## src/rtl/id_stage_if.sv

```systemverilog
// Pipeline-side bus of the decode stage: IF/ID handshake in, ID/EX slot out.
// The master modport is the decode stage; slave is its environment.
interface id_stage_if #(
  parameter int unsigned XLEN = 32
);
  logic            if_valid_i;
  logic [XLEN-1:0] pc_i;
  logic [31:0]     inst_i;
  logic            id_ready_o;

  logic            ex_ready_i;
  logic            ex_valid_o;
  logic [3:0]      aluop_o;
  logic [XLEN-1:0] reg1_o;
  logic [XLEN-1:0] reg2_o;
  logic            wreg_o;
  logic [4:0]      wd_o;
  logic [XLEN-1:0] pc_o;
  logic            illegal_o;

  modport master (
    input  if_valid_i, pc_i, inst_i, ex_ready_i,
    output id_ready_o, ex_valid_o, aluop_o, reg1_o, reg2_o,
           wreg_o, wd_o, pc_o, illegal_o
  );

  modport slave (
    output if_valid_i, pc_i, inst_i, ex_ready_i,
    input  id_ready_o, ex_valid_o, aluop_o, reg1_o, reg2_o,
           wreg_o, wd_o, pc_o, illegal_o
  );
endinterface

```

## src/rtl/id_stage.sv

```systemverilog
// RV32I integer-ALU decode stage with regfile read, EX/MEM forwarding,
// load-use interlock and a single registered ID/EX slot.
module id_stage #(
  parameter int unsigned XLEN   = 32,
  parameter bit          FWD_EN = 1'b1
) (
  input  logic            clk,
  input  logic            rst,
  id_stage_if.master      bus,
  output logic            reg1_read_o,
  output logic            reg2_read_o,
  output logic [4:0]      reg1_addr_o,
  output logic [4:0]      reg2_addr_o,
  input  logic [XLEN-1:0] reg1_data_i,
  input  logic [XLEN-1:0] reg2_data_i,
  input  logic            ex_wreg_i,
  input  logic [4:0]      ex_wd_i,
  input  logic [XLEN-1:0] ex_wdata_i,
  input  logic            ex_is_load_i,
  input  logic            mem_wreg_i,
  input  logic [4:0]      mem_wd_i,
  input  logic [XLEN-1:0] mem_wdata_i,
  input  logic            flush_i
);

  typedef enum logic [3:0] {
    ALU_ADD  = 4'd0,
    ALU_SUB  = 4'd1,
    ALU_SLL  = 4'd2,
    ALU_SLT  = 4'd3,
    ALU_SLTU = 4'd4,
    ALU_XOR  = 4'd5,
    ALU_SRL  = 4'd6,
    ALU_SRA  = 4'd7,
    ALU_OR   = 4'd8,
    ALU_AND  = 4'd9,
    ALU_NOP  = 4'd15
  } alu_op_e;

  typedef enum logic [6:0] {
    OPC_OP_IMM = 7'b0010011,
    OPC_OP     = 7'b0110011,
    OPC_LUI    = 7'b0110111,
    OPC_AUIPC  = 7'b0010111
  } opcode_e;

  typedef enum logic {
    SLOT_EMPTY,
    SLOT_FULL
  } slot_e;

  localparam logic [6:0] F7_BASE = 7'b0000000;
  localparam logic [6:0] F7_ALT  = 7'b0100000;

  logic [6:0]      opcode;
  logic [2:0]      funct3;
  logic [6:0]      funct7;
  logic [4:0]      rd;
  logic [XLEN-1:0] imm_i;
  logic [XLEN-1:0] imm_u;
  logic [XLEN-1:0] shamt;

  logic [XLEN-1:0] src1;
  logic [XLEN-1:0] src2;
  logic            hazard;

  alu_op_e         dec_op;
  logic            dec_re1;
  logic            dec_re2;
  logic            dec_legal;
  logic            dec_wreg;
  logic [XLEN-1:0] dec_reg1;
  logic [XLEN-1:0] dec_reg2;

  slot_e           slot_q;
  alu_op_e         aluop_q;
  logic [XLEN-1:0] reg1_q;
  logic [XLEN-1:0] reg2_q;
  logic [XLEN-1:0] pc_q;
  logic            wreg_q;
  logic [4:0]      wd_q;
  logic            illegal_q;

  assign opcode = bus.inst_i[6:0];
  assign funct3 = bus.inst_i[14:12];
  assign funct7 = bus.inst_i[31:25];
  assign rd     = bus.inst_i[11:7];
  assign imm_i  = XLEN'($signed(bus.inst_i[31:20]));
  assign imm_u  = XLEN'($signed({bus.inst_i[31:12], 12'b0}));
  assign shamt  = XLEN'(bus.inst_i[24:20]);

  assign reg1_addr_o = bus.inst_i[19:15];
  assign reg2_addr_o = bus.inst_i[24:20];
  assign reg1_read_o = dec_re1;
  assign reg2_read_o = dec_re2;

  generate
    if (FWD_EN) begin : g_fwd
      // EX is the younger producer, so it shadows MEM for the same register.
      always_comb begin
        if (reg1_addr_o == '0)                             src1 = '0;
        else if (ex_wreg_i && (ex_wd_i == reg1_addr_o))    src1 = ex_wdata_i;
        else if (mem_wreg_i && (mem_wd_i == reg1_addr_o))  src1 = mem_wdata_i;
        else                                               src1 = reg1_data_i;
      end

      always_comb begin
        if (reg2_addr_o == '0)                             src2 = '0;
        else if (ex_wreg_i && (ex_wd_i == reg2_addr_o))    src2 = ex_wdata_i;
        else if (mem_wreg_i && (mem_wd_i == reg2_addr_o))  src2 = mem_wdata_i;
        else                                               src2 = reg2_data_i;
      end

      assign hazard = bus.if_valid_i && ex_is_load_i && ex_wreg_i && (ex_wd_i != '0) &&
                      ((dec_re1 && (ex_wd_i == reg1_addr_o)) ||
                       (dec_re2 && (ex_wd_i == reg2_addr_o)));
    end else begin : g_interlock
      logic pend1;
      logic pend2;

      assign src1 = (reg1_addr_o == '0) ? '0 : reg1_data_i;
      assign src2 = (reg2_addr_o == '0) ? '0 : reg2_data_i;

      assign pend1 = (reg1_addr_o != '0) &&
                     ((ex_wreg_i && (ex_wd_i == reg1_addr_o)) ||
                      (mem_wreg_i && (mem_wd_i == reg1_addr_o)));
      assign pend2 = (reg2_addr_o != '0) &&
                     ((ex_wreg_i && (ex_wd_i == reg2_addr_o)) ||
                      (mem_wreg_i && (mem_wd_i == reg2_addr_o)));

      assign hazard = (dec_re1 && pend1) || (dec_re2 && pend2);
    end
  endgenerate

  always_comb begin
    dec_op    = ALU_NOP;
    dec_re1   = 1'b0;
    dec_re2   = 1'b0;
    dec_legal = 1'b0;
    dec_reg1  = '0;
    dec_reg2  = '0;

    case (opcode)
      OPC_OP_IMM: begin
        dec_re1   = 1'b1;
        dec_legal = 1'b1;
        dec_reg1  = src1;
        dec_reg2  = imm_i;
        case (funct3)
          3'b000:  dec_op = ALU_ADD;
          3'b010:  dec_op = ALU_SLT;
          3'b011:  dec_op = ALU_SLTU;
          3'b100:  dec_op = ALU_XOR;
          3'b110:  dec_op = ALU_OR;
          3'b111:  dec_op = ALU_AND;
          3'b001: begin
            dec_reg2 = shamt;
            if (funct7 == F7_BASE) dec_op = ALU_SLL;
            else                   dec_legal = 1'b0;
          end
          default: begin
            dec_reg2 = shamt;
            if (funct7 == F7_BASE)     dec_op = ALU_SRL;
            else if (funct7 == F7_ALT) dec_op = ALU_SRA;
            else                       dec_legal = 1'b0;
          end
        endcase
      end
      OPC_OP: begin
        dec_re1   = 1'b1;
        dec_re2   = 1'b1;
        dec_legal = 1'b1;
        dec_reg1  = src1;
        dec_reg2  = src2;
        if (funct7 == F7_BASE) begin
          case (funct3)
            3'b000:  dec_op = ALU_ADD;
            3'b001:  dec_op = ALU_SLL;
            3'b010:  dec_op = ALU_SLT;
            3'b011:  dec_op = ALU_SLTU;
            3'b100:  dec_op = ALU_XOR;
            3'b101:  dec_op = ALU_SRL;
            3'b110:  dec_op = ALU_OR;
            default: dec_op = ALU_AND;
          endcase
        end else if ((funct7 == F7_ALT) && (funct3 == 3'b000)) begin
          dec_op = ALU_SUB;
        end else if ((funct7 == F7_ALT) && (funct3 == 3'b101)) begin
          dec_op = ALU_SRA;
        end else begin
          dec_legal = 1'b0;
        end
      end
      OPC_LUI: begin
        dec_legal = 1'b1;
        dec_op    = ALU_ADD;
        dec_reg2  = imm_u;
      end
      OPC_AUIPC: begin
        dec_legal = 1'b1;
        dec_op    = ALU_ADD;
        dec_reg1  = bus.pc_i;
        dec_reg2  = imm_u;
      end
      default: dec_legal = 1'b0;
    endcase

    // Unsupported encodings must not read registers, so they never stall.
    if (!dec_legal) begin
      dec_op   = ALU_NOP;
      dec_re1  = 1'b0;
      dec_re2  = 1'b0;
      dec_reg1 = '0;
      dec_reg2 = '0;
    end
  end

  assign dec_wreg = dec_legal && (rd != '0);

  assign bus.id_ready_o = flush_i ||
                          (!hazard && ((slot_q == SLOT_EMPTY) || bus.ex_ready_i));

  always_ff @(posedge clk or negedge rst) begin
    if (!rst) begin
      slot_q    <= SLOT_EMPTY;
      aluop_q   <= ALU_NOP;
      reg1_q    <= '0;
      reg2_q    <= '0;
      pc_q      <= '0;
      wreg_q    <= 1'b0;
      wd_q      <= '0;
      illegal_q <= 1'b0;
    end else if (flush_i) begin
      slot_q    <= SLOT_EMPTY;
      aluop_q   <= ALU_NOP;
      wreg_q    <= 1'b0;
      illegal_q <= 1'b0;
    end else if ((slot_q == SLOT_FULL) && !bus.ex_ready_i) begin
      // Held operands keep their captured values; no re-forwarding.
      slot_q <= slot_q;
    end else if (bus.if_valid_i && !hazard) begin
      slot_q    <= SLOT_FULL;
      aluop_q   <= dec_op;
      reg1_q    <= dec_reg1;
      reg2_q    <= dec_reg2;
      pc_q      <= bus.pc_i;
      wreg_q    <= dec_wreg;
      wd_q      <= rd;
      illegal_q <= !dec_legal;
    end else begin
      slot_q    <= SLOT_EMPTY;
      aluop_q   <= ALU_NOP;
      wreg_q    <= 1'b0;
      illegal_q <= 1'b0;
    end
  end

  assign bus.ex_valid_o = (slot_q == SLOT_FULL);
  assign bus.aluop_o    = aluop_q;
  assign bus.reg1_o     = reg1_q;
  assign bus.reg2_o     = reg2_q;
  assign bus.pc_o       = pc_q;
  assign bus.wreg_o     = wreg_q;
  assign bus.wd_o       = wd_q;
  assign bus.illegal_o  = illegal_q;

endmodule

```

## src/flat_wrapper.sv

```systemverilog
// flat-port wrapper written by rule: the top's interface ports become plain ports
module id_stage_flat 
#(
  parameter int unsigned XLEN   = 32,
  parameter bit          FWD_EN = 1'b1
)
  (clk, rst, reg1_read_o, reg2_read_o, reg1_addr_o, reg2_addr_o, reg1_data_i, reg2_data_i, ex_wreg_i, ex_wd_i, ex_wdata_i, ex_is_load_i, mem_wreg_i, mem_wd_i, mem_wdata_i, flush_i, bus_if_valid_i, bus_pc_i, bus_inst_i, bus_ex_ready_i, bus_id_ready_o, bus_ex_valid_o, bus_aluop_o, bus_reg1_o, bus_reg2_o, bus_wreg_o, bus_wd_o, bus_pc_o, bus_illegal_o);
  id_stage_if #(.XLEN(XLEN)) bus_i ();
  input  logic clk;
  input  logic rst;
  output logic reg1_read_o;
  output logic reg2_read_o;
  output logic [4:0] reg1_addr_o;
  output logic [4:0] reg2_addr_o;
  input  logic [XLEN-1:0] reg1_data_i;
  input  logic [XLEN-1:0] reg2_data_i;
  input  logic ex_wreg_i;
  input  logic [4:0] ex_wd_i;
  input  logic [XLEN-1:0] ex_wdata_i;
  input  logic ex_is_load_i;
  input  logic mem_wreg_i;
  input  logic [4:0] mem_wd_i;
  input  logic [XLEN-1:0] mem_wdata_i;
  input  logic flush_i;
  input wire logic [$bits(bus_i.if_valid_i)-1:0] bus_if_valid_i;
  input wire logic [$bits(bus_i.pc_i)-1:0] bus_pc_i;
  input wire logic [$bits(bus_i.inst_i)-1:0] bus_inst_i;
  input wire logic [$bits(bus_i.ex_ready_i)-1:0] bus_ex_ready_i;
  output wire logic [$bits(bus_i.id_ready_o)-1:0] bus_id_ready_o;
  output wire logic [$bits(bus_i.ex_valid_o)-1:0] bus_ex_valid_o;
  output wire logic [$bits(bus_i.aluop_o)-1:0] bus_aluop_o;
  output wire logic [$bits(bus_i.reg1_o)-1:0] bus_reg1_o;
  output wire logic [$bits(bus_i.reg2_o)-1:0] bus_reg2_o;
  output wire logic [$bits(bus_i.wreg_o)-1:0] bus_wreg_o;
  output wire logic [$bits(bus_i.wd_o)-1:0] bus_wd_o;
  output wire logic [$bits(bus_i.pc_o)-1:0] bus_pc_o;
  output wire logic [$bits(bus_i.illegal_o)-1:0] bus_illegal_o;
  assign bus_i.if_valid_i = bus_if_valid_i;
  assign bus_i.pc_i = bus_pc_i;
  assign bus_i.inst_i = bus_inst_i;
  assign bus_i.ex_ready_i = bus_ex_ready_i;
  assign bus_id_ready_o = bus_i.id_ready_o;
  assign bus_ex_valid_o = bus_i.ex_valid_o;
  assign bus_aluop_o = bus_i.aluop_o;
  assign bus_reg1_o = bus_i.reg1_o;
  assign bus_reg2_o = bus_i.reg2_o;
  assign bus_wreg_o = bus_i.wreg_o;
  assign bus_wd_o = bus_i.wd_o;
  assign bus_pc_o = bus_i.pc_o;
  assign bus_illegal_o = bus_i.illegal_o;
  id_stage #(.XLEN(XLEN), .FWD_EN(FWD_EN)) u_core (.clk(clk), .rst(rst), .bus(bus_i), .reg1_read_o(reg1_read_o), .reg2_read_o(reg2_read_o), .reg1_addr_o(reg1_addr_o), .reg2_addr_o(reg2_addr_o), .reg1_data_i(reg1_data_i), .reg2_data_i(reg2_data_i), .ex_wreg_i(ex_wreg_i), .ex_wd_i(ex_wd_i), .ex_wdata_i(ex_wdata_i), .ex_is_load_i(ex_is_load_i), .mem_wreg_i(mem_wreg_i), .mem_wd_i(mem_wd_i), .mem_wdata_i(mem_wdata_i), .flush_i(flush_i));
endmodule
```

## config.mk

```make
export PLATFORM = sky130hd
export DESIGN_NAME = id_stage_flat
export DESIGN_NICKNAME = d
export VERILOG_FILES = /design/src/rtl/id_stage_if.sv /design/src/rtl/id_stage.sv /design/src/flat_wrapper.sv
export SDC_FILE = /design/constraint.sdc
export NUM_CORES = 1
export LEC_CHECK = 0
export BUFFER_PORTS_ARGS = -buffer_cell sky130_fd_sc_hd__buf_2
export CORE_UTILIZATION = 39
export CTS_BUF_LIST = sky130_fd_sc_hd__clkbuf_16
export CTS_CLUSTER_SIZE = 24
export DETAILED_ROUTE_END_ITERATION = 10
export GPL_TIMING_DRIVEN = 1
export PLACE_DENSITY_LB_ADDON = 0.25
export SKIP_LAST_GASP = 1
export SLEW_MARGIN = 15
export SYNTH_ARGS = -nofsm -noshare
export SYNTH_HDL_FRONTEND = slang
export SYNTH_SLANG_ARGS = --single-unit
```

## constraint.sdc

```tcl
create_clock -name clk -period 2.1 [get_ports clk]
set_input_delay 0.105 -clock clk [delete_from_list [all_inputs] [get_ports clk]]
set_output_delay 0.105 -clock clk [all_outputs]
set_load 0.01 [all_outputs]
```

==> impl_metrics.py <==
metrics = {
    "status": {
        "run_status": "finished clean",
    },
    "layout": {
        "drive_above_1_share_pct": 44.0,
        "final_common_cell": "buf_2",
        "final_nets": 1268,
        "most-common-layout-cells": "buf_2, dfrtp_1, o21ai_0",
        "area_growth_from_synthesis_to_layout_pct": 36.1,
    },
    "placement": {
        "dpl.hpwl_um": 22200,
        "gp_congestion": 0.955,
        "placement.io_buffers": 330,
    },
    "yosys": {
        "synth.top_cells.by_area": "dfrtp_1, o2bb2ai_1, mux2_2, o21ai_0, and3_1",
        "synthFlopType": "dfrtp_1",
        "ys_warn_count": 0,
        "synthCells": 727,
        "synth.yosys.seq_area_share_pct": 38.4,
        "synth_largest_area_cell": "dfrtp_1",
        "synth_top_area_share_pct": 36.9,
        "post_synth_instance_area_um2": 7060,
        "synth.lib_cells_used.distinct": 60,
        "synthArstFlopShare_pct": 100,
        "synth_enable_flop_cells": 0,
        "avgSynthCellArea_um2": 9.71,
        "ys_ff_latch": 108,
        "syn-num-nets": 937,
    },
    "hold_path": {
        "hold_path_end": "u_core.bus.pc_o[25]",
        "hp-class": "in -> reg",
        "min_path_cells": 2,
        "min_from": "bus_pc_i[25]",
    },
    "global_route": {
        "first_global_vias": 7618,
        "grt_antenna_before_repair": 3,
        "overflow": 0,
        "grt_start_max_net_pins": 54,
        "grt_util_all_layers_pct": 31.3,
        "grt_pass1_wl_um": 43700,
    },
    "clock_tree": {
        "cts.sinks": 108,
        "cts_tree": "yes",
        "ctsHtreeMaxLevel": 3,
        "clock_slew_at_reported_path_ffs_ps": 80,
        "tritoncts.num_buffers": 9,
        "clk_path_buf_depth": 2,
        "clk_root_buffer_cell": "clkbuf_16",
        "clk_latency_ps": 360,
    },
    "sta": {
        "period_share_pct": 85.8,
        "whs_ps": 9.65,
        "setup_tns_ps": 0,
        "worstMarginPinSlew_ps": 513,
        "timing.final.setup_violations": 0,
        "layout_min_cycle_time_ps": 1800,
        "maxSlewHeadroom_pct": 65.8,
        "grt_setup_unrepaired": "no",
        "finalMaxSlewViolations": 0,
        "fmax_ghz": 0.555,
        "clock-skew-final_ps": 11.8,
        "hold_viol_final": 0,
    },
    "detailed_routing": {
        "first_iter_violations": 477,
        "postRouteAntennaNets": 0,
        "post_drt_via_cell_ratio": 5.88,
        "detail_route.first_pass.iterations": 5,
        "wl_per_cell_um": 22.6,
        "totalWireLength_um": 29100,
        "drc_violations_left": 0,
        "vias": 7594,
    },
    "power_and_ir_drop": {
        "leakage_nw": 4.49,
        "cellPowerDensity_nw_per_um2": 541,
        "max-vdd-ir-drop_v": 0.000470,
    },
    "floorplanning": {
        "core_um2": 17500,
        "die_w_um": 137,
        "io_pins": 331,
        "floorplan.die_area_um2": 18600,
        "num_rows": 48,
        "die-height_um": 137,
        "initial_core_util_pct": 40.4,
    },
    "setup_path": {
        "criticalPathCategory": "in -> out",
        "crit-reg2reg-launch": "u_core.bus.ex_valid_o",
        "path_max_fanout": 12,
        "end_kind": "primary output",
        "crit-reg2reg-capture": "u_core.bus.reg2_o[0]",
        "rrSetupSlack_ps": 510,
        "cp.arrival_ps": 1700,
        "r2r_cells": 6,
        "required_ps": 2000,
        "startpoint_type": "input pin",
    },
    "flow_run": {
        "cap_violations": 0,
    },
}
## critical path, cell delays in order
cell,delay [ps]
buf_2,150
xor2_1,150
nor3_1,290
and3_1,260
buf_4,210
o21ai_0,120
o31a_1,270
buf_2,140
## flip-flops by register name, summed over array words and instances, names as in the netlist
signal and cells:
u_core.bus.aluop_o 4, u_core.bus.pc_o 32, u_core.bus.ex_valid_o 1, u_core.bus.illegal_o 1
u_core.bus.reg2_o 32, u_core.bus.reg1_o 32, u_core.bus.wd_o 5, u_core.bus.wreg_o 1
## where the power goes
group	switching (W)	total, W	internal, W
sequential	0.0000663	0.00227	0.00221
clock	0.000858	0.00169	0.000828
combinational	0.000644	0.00124	0.000597
total	0.00157	0.00520	0.00363
## logic make-up (layout without fill, tap and decap cells)
group	count (synthesis)	in the layout	synth area share, %
compound gates	290	290	32.0
xor+xnor	21	21	2.61
buf+inv	98	434	7.25
flops	108	108	38.4
mux	37	37	6.43
other cells	0	3	0
simple gates	173	173	13.4
## Yosys cell counts, types with 3 or more instances
master     instances
mux2_4            10
or2_2              4
nor3_1             8
inv_1             12
a221o_1           12
xor2_1             8
a32oi_1           22
o22a_1             4
o2bb2ai_2         12
or4_1              3
dfrtp_1          104
and3_1            34
buf_6              6
nor2_1            31
o21a_1            22
nand2_1           34
o21ai_0           59
o211ai_1          11
buf_2              5
a21oi_1           24
o2bb2ai_1         52
dfstp_2            4
a211oi_1          22
nor2b_1           12
nand2b_1           4
buf_4             14
a221oi_1          19
clkbuf_1          54
nand3_1           24
mux2_2            27
a2bb2oi_1         21
and2_1             4
buf_1              3
xnor2_1           13
## metrics by stage
step / worst slack, ps / total power, W / util (%) / area, um2 / cells
floorplan: 183 / 0.00291 / - / 7060 / 727
global placement: 112 / 0.00349 / 51.8 / 9040 / 1245
detailed placement: 104 / 0.00351 / 51.8 / 9040 / 1245
CTS: 300 / 0.00522 / 54.7 / 9560 / 1284
global route: 166 / 0.00543 / 55.0 / 9610 / 1291
finish: 299 / 0.00520 / 55.0 / 9610 / 1291
## routing by layer
| metal | GRT usage (%) | vias up | wire (um) |
|---|---|---|---|
| met5 | 0 | - | 0 |
| met4 | 9.69 | 0 | 559 |
| met3 | 7.44 | 40 | 2790 |
| met2 | 51.4 | 432 | 13900 |
| met1 | 40.7 | 3676 | 11900 |
| li1 | - | 3446 | - |
## final cells by class
cell class	instances	area [um2]
Inverter	12	45.0
Multi-Input combinational cell	521	3860
Clock buffer	9	225
Antenna cell	3	7.51
Timing Repair Buffer	406	2420
Sequential cell	108	2710
Clock inverter	7	58.8
Tap cell	225	282
Fill cell	1602	7870
## how the worst max path moves through the flow
stage                         startpoint               endpoint  slack (ps)  depth (start not counted)
after floorplan            bus_inst_i[6]    u_core.bus.pc_o[15]         180                          9
after global placement    bus_inst_i[23]  u_core.bus.reg2_o[10]         110                          8
after detailed placement  bus_inst_i[23]   u_core.bus.reg2_o[5]         100                          8
after CTS                 bus_inst_i[17]         bus_id_ready_o         300                          8
after global routing      bus_inst_i[17]         bus_id_ready_o         170                          8
final                     bus_inst_i[17]         bus_id_ready_o         300                          8
## timing repair
action                                 4_1_cts  5_1_grt
gates resized for setup                      0        0
endpoints found under the hold margin       54        4
buffers inserted                             0        0
hold buffers                                23        4
No activity file was read; power rests on OpenSTA's default activity.
